## src/rtl/conv_pkg.sv

```systemverilog
// Shared constants and encodings for the convolution layer-memory arbiter.
package conv_pkg;

  localparam int unsigned AW = 12;
  localparam int unsigned DW = 20;

  typedef enum logic [2:0] {
    SEL_NONE  = 3'd0,
    SEL_L0_K0 = 3'd1,
    SEL_L0_K1 = 3'd2,
    SEL_L1_K0 = 3'd3,
    SEL_L1_K1 = 3'd4,
    SEL_L2    = 3'd5
  } csel_e;

  localparam int unsigned REQ_R0 = 0;
  localparam int unsigned REQ_R1 = 1;

endpackage

```

## src/rtl/conv_mem_arbiter_if.sv

```systemverilog
// Requester handshakes plus the shared layer-memory port seen by the arbiter.
interface conv_mem_arbiter_if #(
  parameter int unsigned AW = conv_pkg::AW,
  parameter int unsigned DW = conv_pkg::DW
);
  logic          r0_req, r0_we, r0_gnt, r0_rvalid;
  logic [2:0]    r0_sel;
  logic [AW-1:0] r0_addr;
  logic [DW-1:0] r0_wdata, r0_rdata;

  logic          r1_req, r1_we, r1_gnt, r1_rvalid;
  logic [2:0]    r1_sel;
  logic [AW-1:0] r1_addr;
  logic [DW-1:0] r1_wdata, r1_rdata;

  logic          cwr, crd, err_sel;
  logic [2:0]    csel;
  logic [AW-1:0] caddr_wr, caddr_rd;
  logic [DW-1:0] cdata_wr, cdata_rd;

  modport slave (
    input  r0_req, r0_we, r0_sel, r0_addr, r0_wdata,
    input  r1_req, r1_we, r1_sel, r1_addr, r1_wdata,
    input  cdata_rd,
    output r0_gnt, r0_rvalid, r0_rdata, r1_gnt, r1_rvalid, r1_rdata,
    output cwr, crd, csel, caddr_wr, caddr_rd, cdata_wr, err_sel
  );

  modport master (
    output r0_req, r0_we, r0_sel, r0_addr, r0_wdata,
    output r1_req, r1_we, r1_sel, r1_addr, r1_wdata,
    output cdata_rd,
    input  r0_gnt, r0_rvalid, r0_rdata, r1_gnt, r1_rvalid, r1_rdata,
    input  cwr, crd, csel, caddr_wr, caddr_rd, cdata_wr, err_sel
  );
endinterface

```

## src/rtl/conv_rd_tag_pipe.sv

```systemverilog
// Read-return pipeline: carries the requester tag alongside each read strobe and
// steers cdata_rd into the owning requester's rdata when the tag emerges.
module conv_rd_tag_pipe #(
  parameter int unsigned DW     = conv_pkg::DW,
  parameter int unsigned RD_LAT = 1
) (
  input  logic          clk_i,
  input  logic          rst_i,
  input  logic          issue_i,
  input  logic          tag_i,
  input  logic          zero_i,
  input  logic [DW-1:0] cdata_rd_i,
  output logic [1:0]    rvalid_o,
  output logic [DW-1:0] rdata0_o,
  output logic [DW-1:0] rdata1_o
);
  import conv_pkg::*;

  logic [RD_LAT-1:0] vld_q, vld_d, tag_q, tag_d, zero_q, zero_d;
  logic [1:0]        rvalid_q, rvalid_d;
  logic [DW-1:0]     rdata0_q, rdata0_d, rdata1_q, rdata1_d, cap;

  always_comb begin
    vld_d     = '0;
    tag_d     = '0;
    zero_d    = '0;
    vld_d[0]  = issue_i;
    tag_d[0]  = tag_i;
    zero_d[0] = zero_i;
    for (int i = 1; i < int'(RD_LAT); i++) begin
      vld_d[i]  = vld_q[i-1];
      tag_d[i]  = tag_q[i-1];
      zero_d[i] = zero_q[i-1];
    end
    // Reads to SEL_NONE never reached memory; return zero instead of the bus value.
    cap              = zero_q[RD_LAT-1] ? '0 : cdata_rd_i;
    rvalid_d         = '0;
    rvalid_d[REQ_R0] = vld_q[RD_LAT-1] && !tag_q[RD_LAT-1];
    rvalid_d[REQ_R1] = vld_q[RD_LAT-1] && tag_q[RD_LAT-1];
    rdata0_d         = rvalid_d[REQ_R0] ? cap : rdata0_q;
    rdata1_d         = rvalid_d[REQ_R1] ? cap : rdata1_q;
  end

  always_ff @(posedge clk_i or posedge rst_i) begin
    if (rst_i) begin
      vld_q    <= '0;
      tag_q    <= '0;
      zero_q   <= '0;
      rvalid_q <= '0;
      rdata0_q <= '0;
      rdata1_q <= '0;
    end else begin
      vld_q    <= vld_d;
      tag_q    <= tag_d;
      zero_q   <= zero_d;
      rvalid_q <= rvalid_d;
      rdata0_q <= rdata0_d;
      rdata1_q <= rdata1_d;
    end
  end

  assign rvalid_o = rvalid_q;
  assign rdata0_o = rdata0_q;
  assign rdata1_o = rdata1_q;

endmodule

```

## src/rtl/conv_mem_arbiter.sv

```systemverilog
// Fixed-priority (R0) arbiter with starvation guard for the shared layer-memory
// port; memory strobes are registered one cycle after acceptance.
module conv_mem_arbiter #(
  parameter int unsigned AW         = conv_pkg::AW,
  parameter int unsigned DW         = conv_pkg::DW,
  parameter int unsigned MAX_CONSEC = 4,
  parameter int unsigned RD_LAT     = 1
) (
  input logic               clk,
  input logic               reset,
  conv_mem_arbiter_if.slave bus
);
  import conv_pkg::*;

  localparam int unsigned StrW      = 4;
  localparam logic [StrW-1:0] StreakMax = StrW'(MAX_CONSEC);

  logic            gnt0, gnt1, acc, acc_we, is_none, rd_issue;
  logic [2:0]      acc_sel;
  logic [AW-1:0]   acc_addr;
  logic [DW-1:0]   acc_wdata;
  logic [1:0]      rvalid;

  logic [StrW-1:0] streak_q, streak_d;
  logic            cwr_q, cwr_d, crd_q, crd_d, err_sel_q, err_sel_d;
  logic [2:0]      csel_q, csel_d;
  logic [AW-1:0]   caddr_wr_q, caddr_wr_d, caddr_rd_q, caddr_rd_d;
  logic [DW-1:0]   cdata_wr_q, cdata_wr_d;

  always_comb begin
    gnt1      = bus.r1_req && (!bus.r0_req || streak_q == StreakMax);
    gnt0      = bus.r0_req && !gnt1;
    acc       = gnt0 || gnt1;
    acc_we    = gnt1 ? bus.r1_we    : bus.r0_we;
    acc_sel   = gnt1 ? bus.r1_sel   : bus.r0_sel;
    acc_addr  = gnt1 ? bus.r1_addr  : bus.r0_addr;
    acc_wdata = gnt1 ? bus.r1_wdata : bus.r0_wdata;
    is_none   = acc_sel == 3'(SEL_NONE);
    rd_issue  = acc && !acc_we;
  end

  always_comb begin
    streak_d = streak_q;
    if (!bus.r1_req || gnt1) begin
      streak_d = '0;
    end else if (gnt0 && streak_q != StreakMax) begin
      streak_d = streak_q + 1'b1;
    end

    cwr_d      = acc && acc_we && !is_none;
    crd_d      = acc && !acc_we && !is_none;
    csel_d     = csel_q;
    caddr_wr_d = caddr_wr_q;
    caddr_rd_d = caddr_rd_q;
    cdata_wr_d = cdata_wr_q;
    // Address/data fields only move when a real strobe goes out.
    if (cwr_d || crd_d) csel_d = acc_sel;
    if (cwr_d) begin
      caddr_wr_d = acc_addr;
      cdata_wr_d = acc_wdata;
    end
    if (crd_d) caddr_rd_d = acc_addr;
    err_sel_d = err_sel_q || (acc && is_none);
  end

  always_ff @(posedge clk or posedge reset) begin
    if (reset) begin
      streak_q   <= '0;
      cwr_q      <= 1'b0;
      crd_q      <= 1'b0;
      csel_q     <= '0;
      caddr_wr_q <= '0;
      caddr_rd_q <= '0;
      cdata_wr_q <= '0;
      err_sel_q  <= 1'b0;
    end else begin
      streak_q   <= streak_d;
      cwr_q      <= cwr_d;
      crd_q      <= crd_d;
      csel_q     <= csel_d;
      caddr_wr_q <= caddr_wr_d;
      caddr_rd_q <= caddr_rd_d;
      cdata_wr_q <= cdata_wr_d;
      err_sel_q  <= err_sel_d;
    end
  end

  conv_rd_tag_pipe #(
    .DW     (DW),
    .RD_LAT (RD_LAT)
  ) u_rd_tag_pipe (
    .clk_i      (clk),
    .rst_i      (reset),
    .issue_i    (rd_issue),
    .tag_i      (gnt1),
    .zero_i     (is_none),
    .cdata_rd_i (bus.cdata_rd),
    .rvalid_o   (rvalid),
    .rdata0_o   (bus.r0_rdata),
    .rdata1_o   (bus.r1_rdata)
  );

  assign bus.r0_gnt    = gnt0;
  assign bus.r1_gnt    = gnt1;
  assign bus.r0_rvalid = rvalid[REQ_R0];
  assign bus.r1_rvalid = rvalid[REQ_R1];
  assign bus.cwr       = cwr_q;
  assign bus.crd       = crd_q;
  assign bus.csel      = csel_q;
  assign bus.caddr_wr  = caddr_wr_q;
  assign bus.caddr_rd  = caddr_rd_q;
  assign bus.cdata_wr  = cdata_wr_q;
  assign bus.err_sel   = err_sel_q;

endmodule
```

## src/flat_wrapper.sv

```systemverilog
// flat-port wrapper written by rule: the top's interface ports become plain ports
module conv_mem_arbiter_flat import conv_pkg::*;
#(
  parameter int unsigned AW         = conv_pkg::AW,
  parameter int unsigned DW         = conv_pkg::DW,
  parameter int unsigned MAX_CONSEC = 4,
  parameter int unsigned RD_LAT     = 1
)
  (clk, reset, bus_r0_req, bus_r0_we, bus_r0_sel, bus_r0_addr, bus_r0_wdata, bus_r1_req, bus_r1_we, bus_r1_sel, bus_r1_addr, bus_r1_wdata, bus_cdata_rd, bus_r0_gnt, bus_r0_rvalid, bus_r0_rdata, bus_r1_gnt, bus_r1_rvalid, bus_r1_rdata, bus_cwr, bus_crd, bus_csel, bus_caddr_wr, bus_caddr_rd, bus_cdata_wr, bus_err_sel);
  conv_mem_arbiter_if #(.AW(AW), .DW(DW)) bus_i ();
  input logic clk;
  input logic reset;
  input wire logic [$bits(bus_i.r0_req)-1:0] bus_r0_req;
  input wire logic [$bits(bus_i.r0_we)-1:0] bus_r0_we;
  input wire logic [$bits(bus_i.r0_sel)-1:0] bus_r0_sel;
  input wire logic [$bits(bus_i.r0_addr)-1:0] bus_r0_addr;
  input wire logic [$bits(bus_i.r0_wdata)-1:0] bus_r0_wdata;
  input wire logic [$bits(bus_i.r1_req)-1:0] bus_r1_req;
  input wire logic [$bits(bus_i.r1_we)-1:0] bus_r1_we;
  input wire logic [$bits(bus_i.r1_sel)-1:0] bus_r1_sel;
  input wire logic [$bits(bus_i.r1_addr)-1:0] bus_r1_addr;
  input wire logic [$bits(bus_i.r1_wdata)-1:0] bus_r1_wdata;
  input wire logic [$bits(bus_i.cdata_rd)-1:0] bus_cdata_rd;
  output wire logic [$bits(bus_i.r0_gnt)-1:0] bus_r0_gnt;
  output wire logic [$bits(bus_i.r0_rvalid)-1:0] bus_r0_rvalid;
  output wire logic [$bits(bus_i.r0_rdata)-1:0] bus_r0_rdata;
  output wire logic [$bits(bus_i.r1_gnt)-1:0] bus_r1_gnt;
  output wire logic [$bits(bus_i.r1_rvalid)-1:0] bus_r1_rvalid;
  output wire logic [$bits(bus_i.r1_rdata)-1:0] bus_r1_rdata;
  output wire logic [$bits(bus_i.cwr)-1:0] bus_cwr;
  output wire logic [$bits(bus_i.crd)-1:0] bus_crd;
  output wire logic [$bits(bus_i.csel)-1:0] bus_csel;
  output wire logic [$bits(bus_i.caddr_wr)-1:0] bus_caddr_wr;
  output wire logic [$bits(bus_i.caddr_rd)-1:0] bus_caddr_rd;
  output wire logic [$bits(bus_i.cdata_wr)-1:0] bus_cdata_wr;
  output wire logic [$bits(bus_i.err_sel)-1:0] bus_err_sel;
  assign bus_i.r0_req = bus_r0_req;
  assign bus_i.r0_we = bus_r0_we;
  assign bus_i.r0_sel = bus_r0_sel;
  assign bus_i.r0_addr = bus_r0_addr;
  assign bus_i.r0_wdata = bus_r0_wdata;
  assign bus_i.r1_req = bus_r1_req;
  assign bus_i.r1_we = bus_r1_we;
  assign bus_i.r1_sel = bus_r1_sel;
  assign bus_i.r1_addr = bus_r1_addr;
  assign bus_i.r1_wdata = bus_r1_wdata;
  assign bus_i.cdata_rd = bus_cdata_rd;
  assign bus_r0_gnt = bus_i.r0_gnt;
  assign bus_r0_rvalid = bus_i.r0_rvalid;
  assign bus_r0_rdata = bus_i.r0_rdata;
  assign bus_r1_gnt = bus_i.r1_gnt;
  assign bus_r1_rvalid = bus_i.r1_rvalid;
  assign bus_r1_rdata = bus_i.r1_rdata;
  assign bus_cwr = bus_i.cwr;
  assign bus_crd = bus_i.crd;
  assign bus_csel = bus_i.csel;
  assign bus_caddr_wr = bus_i.caddr_wr;
  assign bus_caddr_rd = bus_i.caddr_rd;
  assign bus_cdata_wr = bus_i.cdata_wr;
  assign bus_err_sel = bus_i.err_sel;
  conv_mem_arbiter #(.AW(AW), .DW(DW), .MAX_CONSEC(MAX_CONSEC), .RD_LAT(RD_LAT)) u_core (.clk(clk), .reset(reset), .bus(bus_i));
endmodule
```

## config.mk

```make
export PLATFORM = sky130hd
export DESIGN_NAME = conv_mem_arbiter_flat
export DESIGN_NICKNAME = d
export VERILOG_FILES = /design/src/rtl/conv_pkg.sv /design/src/rtl/conv_mem_arbiter_if.sv /design/src/rtl/conv_rd_tag_pipe.sv /design/src/rtl/conv_mem_arbiter.sv /design/src/flat_wrapper.sv
export SDC_FILE = /design/constraint.sdc
export NUM_CORES = 1
export LEC_CHECK = 0
export ABC_CLOCK_PERIOD_IN_PS = 3600
export CORE_ASPECT_RATIO = 0.7
export CORE_UTILIZATION = 35
export DETAILED_ROUTE_END_ITERATION = 10
export PLACE_DENSITY_LB_ADDON = 0.05
export SYNTH_ARGS = -nofsm -noshare
export SYNTH_HDL_FRONTEND = slang
export SYNTH_SLANG_ARGS = --single-unit
```

## constraint.sdc

```tcl
create_clock -name clk -period 3.6 [get_ports clk]
set_clock_uncertainty 0.2 [all_clocks]
set_input_delay 0.54 -clock clk [delete_from_list [all_inputs] [get_ports clk]]
set_output_delay 0.54 -clock clk [all_outputs]
set_load 0.1 [all_outputs]
```

==> results of run 1 <==
[final timing paths]
check                           slack (ns)  depth (start not counted)                          endpoint               start
worst max-delay path                  0.91                          5                        bus_r0_gnt          bus_r1_req
worst max register to register        1.21                          8            u_core.bus.caddr_rd[4]  u_core.streak_q[0]
max in group asynchronous             2.07                          3  u_core.u_rd_tag_pipe.rdata0_o[9]               reset
worst min register to register        0.25                          1                u_core.bus.err_sel  u_core.bus.err_sel
min in group asynchronous             0.43                          2            u_core.bus.caddr_rd[0]               reset
worst min-delay path                  0.25                          1                u_core.bus.err_sel  u_core.bus.err_sel
[cells by family (layout without fill, tap and decap cells)]
family	Yosys count	after routing	share of synthesized area
AO/OA/AOI/OAI	47	47	0.0571
AND/OR/NAND/NOR	81	81	0.0889
flip-flops	99	99	0.568
multiplexers	85	85	0.224
XOR/XNOR	2	2	0.00402
adder cells (fa/ha/maj)	2	2	0.00574
buffers and inverters	51	243	0.0525
[metal layers]
layer,vias up,track usage,wire (um)
li1,1583,-,-
met1,1509,0.218,4860
met2,121,0.265,4790
met3,10,0.0548,853
met4,0,0.0449,94
met5,-,0,0
[worst reg2reg max path, delay by kind of cell, from the launching register on]
family          cells  cell delay (ns)
compound gates      1             0.26
simple gates        1             0.14
flops               1             0.41
buf+inv             3             0.59
mux                 2             0.58
fa+ha+maj           1             0.14
[layout by cell type, fill, tap and decap left out, drive strengths merged]
cell	synthesis	routed
o22ai	1	1
or2	1	1
clkbuf	8	9
nand2b	21	21
o21ai	42	42
buf	11	8
a21boi	1	1
dfrtp	99	99
a21o	1	1
nor2b	1	1
nor3b	2	2
clkinvlp	0	2
nand2	41	41
ha	2	2
clkinv	0	2
bufinv	0	2
inv	32	33
xnor2	1	1
mux2	43	43
nand3b	1	1
nor2	8	8
nand3	2	2
o2bb2ai	2	2
mux2i	42	42
xor2	1	1
clkdlybuf4s50	0	187
nor3	4	4
[final cells by class]
class	count	area, um2	area share
Clock inverter	7	101	0.0150
Multi-Input combinational cell	217	1670	0.247
Clock buffer	9	225	0.0333
Timing Repair Buffer	195	1970	0.291
Sequential cell	99	2480	0.367
Tap cell	157	196	0.0291
Inverter	32	123	0.0181
[where the power goes]
group	total, mW	internal (mW)	switching (mW)	leakage [nW]
clock	1.03	0.613	0.417	0.152
sequential	1.43	1.32	0.116	1.20
combinational	2.44	0.606	1.84	1.68
total	4.91	2.54	2.37	3.03
[sequential cells by signal, summed over array words and instances (netlist names)]
register	cells
u_core.bus.caddr_rd	12
u_core.bus.crd	1
u_core.u_rd_tag_pipe.rdata1_o	20
u_core.bus.caddr_wr	12
u_core.u_rd_tag_pipe.vld_q	1
u_core.bus.csel	3
u_core.streak_q	4
u_core.bus.cdata_wr	20
u_core.u_rd_tag_pipe.tag_q	1
u_core.bus.cwr	1
u_core.bus.err_sel	1
u_core.u_rd_tag_pipe.rdata0_o	20
u_core.u_rd_tag_pipe.rvalid_o	2
u_core.u_rd_tag_pipe.zero_q	1
==> run metrics, run 1 <==
status finished clean; Fmax 0.372 GHz; Fin. Hold Viols 0; final instance area 0.00676 mm2; Async SR Flop Fraction 1.00; total power 4.91 mW; DP Wirelength 7.63 mm; initial antenna violation count 0; GRT overflow 0; slowest library cell on the worst path clkdlybuf4s50_1; Area Overhead vs Synth 55.0%; Max VDD drop 0.000493 V; largest net degree at the start of global routing 56; DIE AREA 0.0129 mm2; Starting Density 0.366; CTS H-tree depth 3; most frequent cell after synthesis dfrtp_1; Post-Place Cell Area 0.00643 mm2; worst-path fanout max 36; arrival time at the worst endpoint 1.95 ns; RSZ-0062 raised after global routing false; WL/cell 14.8 um; normalized max-slew margin 0.324; DR iter-0 viols 122; Slew @ Worst Pin 1.01 ns; Cell Chain, Critical Path clkdlybuf4s50_1 -> a21boi_4 -> buf_12 -> nor2b_1 -> buf_4; worst setup path category in2out; io pins 190; Synth top area share 0.568; setup violators final 0; Rows 33; max-cap violations 0; EDFF count, synth 0; core area 0.0119 mm2; clock sinks 99; DRC errors left 0; Avg Cell Area, Syn 11.9 um2; crit start category primary input; Final Critical Period 2.69 ns; Vias 3,223; clock slew at reported path FFs 0.07 ns; number of post-CTS setup repair buffers 0; global-route usage over all layers 0.167; Synth Flop Type dfrtp_1; deepest clock path buffer count 2; CTS tree built; # hold bufs at CTS 0; setup_tns 0 ns; Die Wd 135 um; # diodes 0; fin crit share 0.746; Synth Cell Area 0.00436 mm2; gpl congestion 0.751; Root Driver clkbuf_16; Cells after Synth 367; CP max stage delay 0.54 ns; Synth Warn # 0; most frequent cells after synthesis dfrtp_1, o21ai_0, mux2i_1, nand2_1, inv_1; final core occ 0.566; Final ANT Viol Nets 0; Mapped Nets 465; chip height 95.4 um; Placement Setup Slack 0.712 ns; setup ws final 0.914 ns; Synth cell types 30; # fillers 994; synthesis-stage register bit count 99; final wirelength 10.6 mm; port buffer count 189; Crit path required time 2.86 ns; DR pass1 iterations 4; cell count after placement 700; hold_ws 0.255 ns; first-pass GRT wire length 16.4 mm; crit path capture type output port; clock latency on the worst-skew pair 0.33 ns; Layout Nets 652; post-cts repair resize count 0; register area share after synthesis 0.568; post-synth top area cell dfrtp_1; TritonCTS buffer count 9; WP buf/inv 3; hold crit path type reg2reg; delay-heaviest family, CP buffers and inverters; Pwr Density 726 mW/mm2; Slew Viols, Final 0; layout cell share with drive strength beyond 1 0.131; LEAKAGE 3.03 nW; vias in the first global route 3,224; top post-synthesis cells by area dfrtp_1, mux2i_1, mux2_2; Via density 4.50; final non-filler cell total 716
No activity file was read; power rests on OpenSTA's default activity.
==> run 2, diff against run 1 <==
--- a/config.mk
+++ b/config.mk
@@ -5,7 +5,7 @@
 export SDC_FILE = /design/constraint.sdc
 export NUM_CORES = 1
 export LEC_CHECK = 0
-export ABC_CLOCK_PERIOD_IN_PS = 3600
+export ABC_CLOCK_PERIOD_IN_PS = 2500
 export CORE_ASPECT_RATIO = 0.7
 export CORE_UTILIZATION = 35
 export DETAILED_ROUTE_END_ITERATION = 10
==> constraint.sdc (replaced) <==
create_clock -name clk -period 2.5 [get_ports clk]
set_clock_uncertainty 0.2 [all_clocks]
set_input_delay 0.375 -clock clk [delete_from_list [all_inputs] [get_ports clk]]
set_output_delay 0.375 -clock clk [all_outputs]
set_load 0.1 [all_outputs]
==> run 2 against run 1 <==
Effect of this change:
- register-to-register slack worse by 0.97 ns
- clock power rose by 35%
- via count barely moved
- non-clock buffer count up 9
- sequential cell count stayed put
- count of clock-buffer cells in the layout up 3
- worst hold slack gained 0.027 ns
- sequential share of layout area rose by 0.77 points
- total power increased by 40%
- routed wire length rose by 0.98%
- critical path depth rose by 2
- die area unchanged
==> run metrics, run 2 (same netlist as run 1, synthesis figures left out) <==
status finished clean; worst setup path category reg2out; final core occ 0.555 (-0.0116); WL/cell 14.8 um (-0.13%); final instance area 0.00662 mm2 (-2.1%); # diodes 0 (unchanged); multi-input logic area 0.00167 mm2 (+0.45%); io pins 190 (unchanged); most frequent cells in the layout buf_4, dfrtp_1, clkdlybuf4s50_1; DIE AREA 0.0129 mm2 (unchanged); core area 0.0119 mm2 (unchanged); RSZ-0062 raised after global routing false; port buffer count 189 (unchanged); Fmax 0.415 GHz; FF-to-FF End u_core.bus.cdata_wr[19]; crit path capture type output port; Die Wd 135 um (unchanged); GRT overflow 0 (unchanged); register area 0.00248 mm2 (unchanged); vias in the first global route 3,243 (+0.59%); deepest clock path buffer count 2 (unchanged); clock latency on the worst-skew pair 0.33 ns (about the same); DP Wirelength 7.78 mm (+1.9%); Vias 3,221 (-0.062%); final wirelength 10.7 mm (+0.98%); first-pass GRT wire length 16.8 mm (+2.2%); global-route usage over all layers 0.171 (+0.00428); CP startpoint u_core.streak_q[1]; Final ANT Viol Nets 0 (unchanged); Pwr Density 1040 mW/mm2 (+43%); normalized max-slew margin 0.602 (+0.279); max-cap violations 0 (unchanged); hold crit path type reg2reg; chip height 95.4 um (unchanged); Rows 33 (unchanged); Crit path required time 1.92 ns (-0.94 ns); setup violators final 0 (unchanged); Starting Density 0.366 (unchanged); Layout Nets 661 (+1.4%); # hold bufs at CTS 0 (unchanged); cell count after placement 708 (+1.1%); CTS H-tree depth 3 (unchanged); clock slew at reported path FFs 0.06 ns (about the same); largest net degree at the start of global routing 100 (+79%); crit start category register; commonest non-fill, non-tap cell in the layout buf_4; worst-path fanout max 18 (-50%); Final Critical Period 2.41 ns; clock sinks 99 (unchanged); DR iter-0 viols 66 (-46%); layout cell share with drive strength beyond 1 0.305 (+0.175); WHS Path Cells 2 (+1); TritonCTS buffer count 9 (unchanged); hold path endpoint u_core.u_rd_tag_pipe.rdata1_o[7]; Area Overhead vs Synth 51.8%; Fin. Hold Viols 0 (unchanged); LEAKAGE 3.18 nW (+5.1%); Root Driver clkbuf_16; DR pass1 iterations 4 (unchanged); Max VDD drop 0.000622 V (+26%); final non-filler cell total 724 (+1.1%); initial antenna violation count 0 (unchanged); Post-Place Cell Area 0.00630 mm2 (-2.0%); Via density 4.45 (-1.2%); gpl congestion 0.784 (+4.5%); worst r2r src u_core.streak_q[1]; DRC errors left 0 (unchanged); Slew @ Worst Pin 0.596 ns (-0.415 ns); fin crit share 0.964; arrival time at the worst endpoint 1.83 ns (-0.12 ns); Reg2Reg Depth 6 (-2); Slew Viols, Final 0 (unchanged); CTS tree built; hold path startpoint u_core.u_rd_tag_pipe.rdata1_o[7]; Reg2Reg Setup Slack 0.24 ns (-0.97 ns); # fillers 1,008 (+1.4%)
run 2: routing by layer:
layer	wire length, um	track usage	up-vias
met3	752	0.0553	10
met4	85	0.0365	0
met1	5040	0.231	1497
met2	4820	0.268	110
met5	0	0	-
li1	-	-	1604
run 2: worst max path at each step:
stage / endpoint / slack [ns] / depth (start not counted)
6_report: bus_r1_gnt / 0.09 / 7
5_1_grt: bus_r1_gnt / 0.007 / 7
4_1_cts: bus_r0_gnt / 0.02 / 8
3_5_place_dp: u_core.bus.cdata_wr[18] / -0.02 / 5
3_3_place_gp: u_core.bus.cdata_wr[18] / 0.002 / 5
2_1_floorplan: bus_r0_gnt / -0.19 / 8
run 2: area by class of cell:
cell class,instances,area share
multi-input cells,217,0.253
clock buffers,12,0.0387
repair buffers,204,0.279
inverters,32,0.0187
clock inverters,3,0.00718
flip-flops and latches,99,0.374
well taps,157,0.0297
run 2: what timing repair did:
item / in CTS / in global routing
pin swaps: 0 / 1
gates resized for setup: 0 / 1
endpoints found under the setup margin: 2 / 2
buffers inserted: 1 / 0
run 2: where the power goes:
| part | internal [mW] | switching (mW) |
|---|---|---|
| clock network | 0.829 | 0.566 |
| logic | 0.786 | 2.65 |
| registers | 1.90 | 0.169 |
| total | 3.51 | 3.38 |
run 2: worst max-delay path, cell delays in order, from the launching register on:
cell,delay [ns]
dfrtp_1,0.40
inv_1,0.06
ha_1,0.13
nand3b_1,0.17
a21boi_4,0.21
buf_4,0.17
buf_12,0.17
buf_12,0.19
run 2: stage by stage:
step,setup WS (ns),hold slack [ns],TNS (ns),power [mW]
floorplan,-0.188,0.254,-0.188,4.71
global placement,0.00160,0.264,0,5.53
detailed placement,-0.0194,0.271,-0.0663,5.55
CTS,0.0212,0.286,0,6.98
global route,0.00674,0.304,0,7.18
finish,0.0906,0.282,0,6.90
==> run 3, diff against run 2 <==
--- a/config.mk
+++ b/config.mk
@@ -9,6 +9,7 @@
 export CORE_ASPECT_RATIO = 0.7
 export CORE_UTILIZATION = 35
 export DETAILED_ROUTE_END_ITERATION = 10
+export GPL_ROUTABILITY_DRIVEN = 0
 export PLACE_DENSITY_LB_ADDON = 0.05
 export SYNTH_ARGS = -nofsm -noshare
 export SYNTH_HDL_FRONTEND = slang
==> results of run 3 <==
The final DEF is identical to that of run 2; final timing and power are the same.
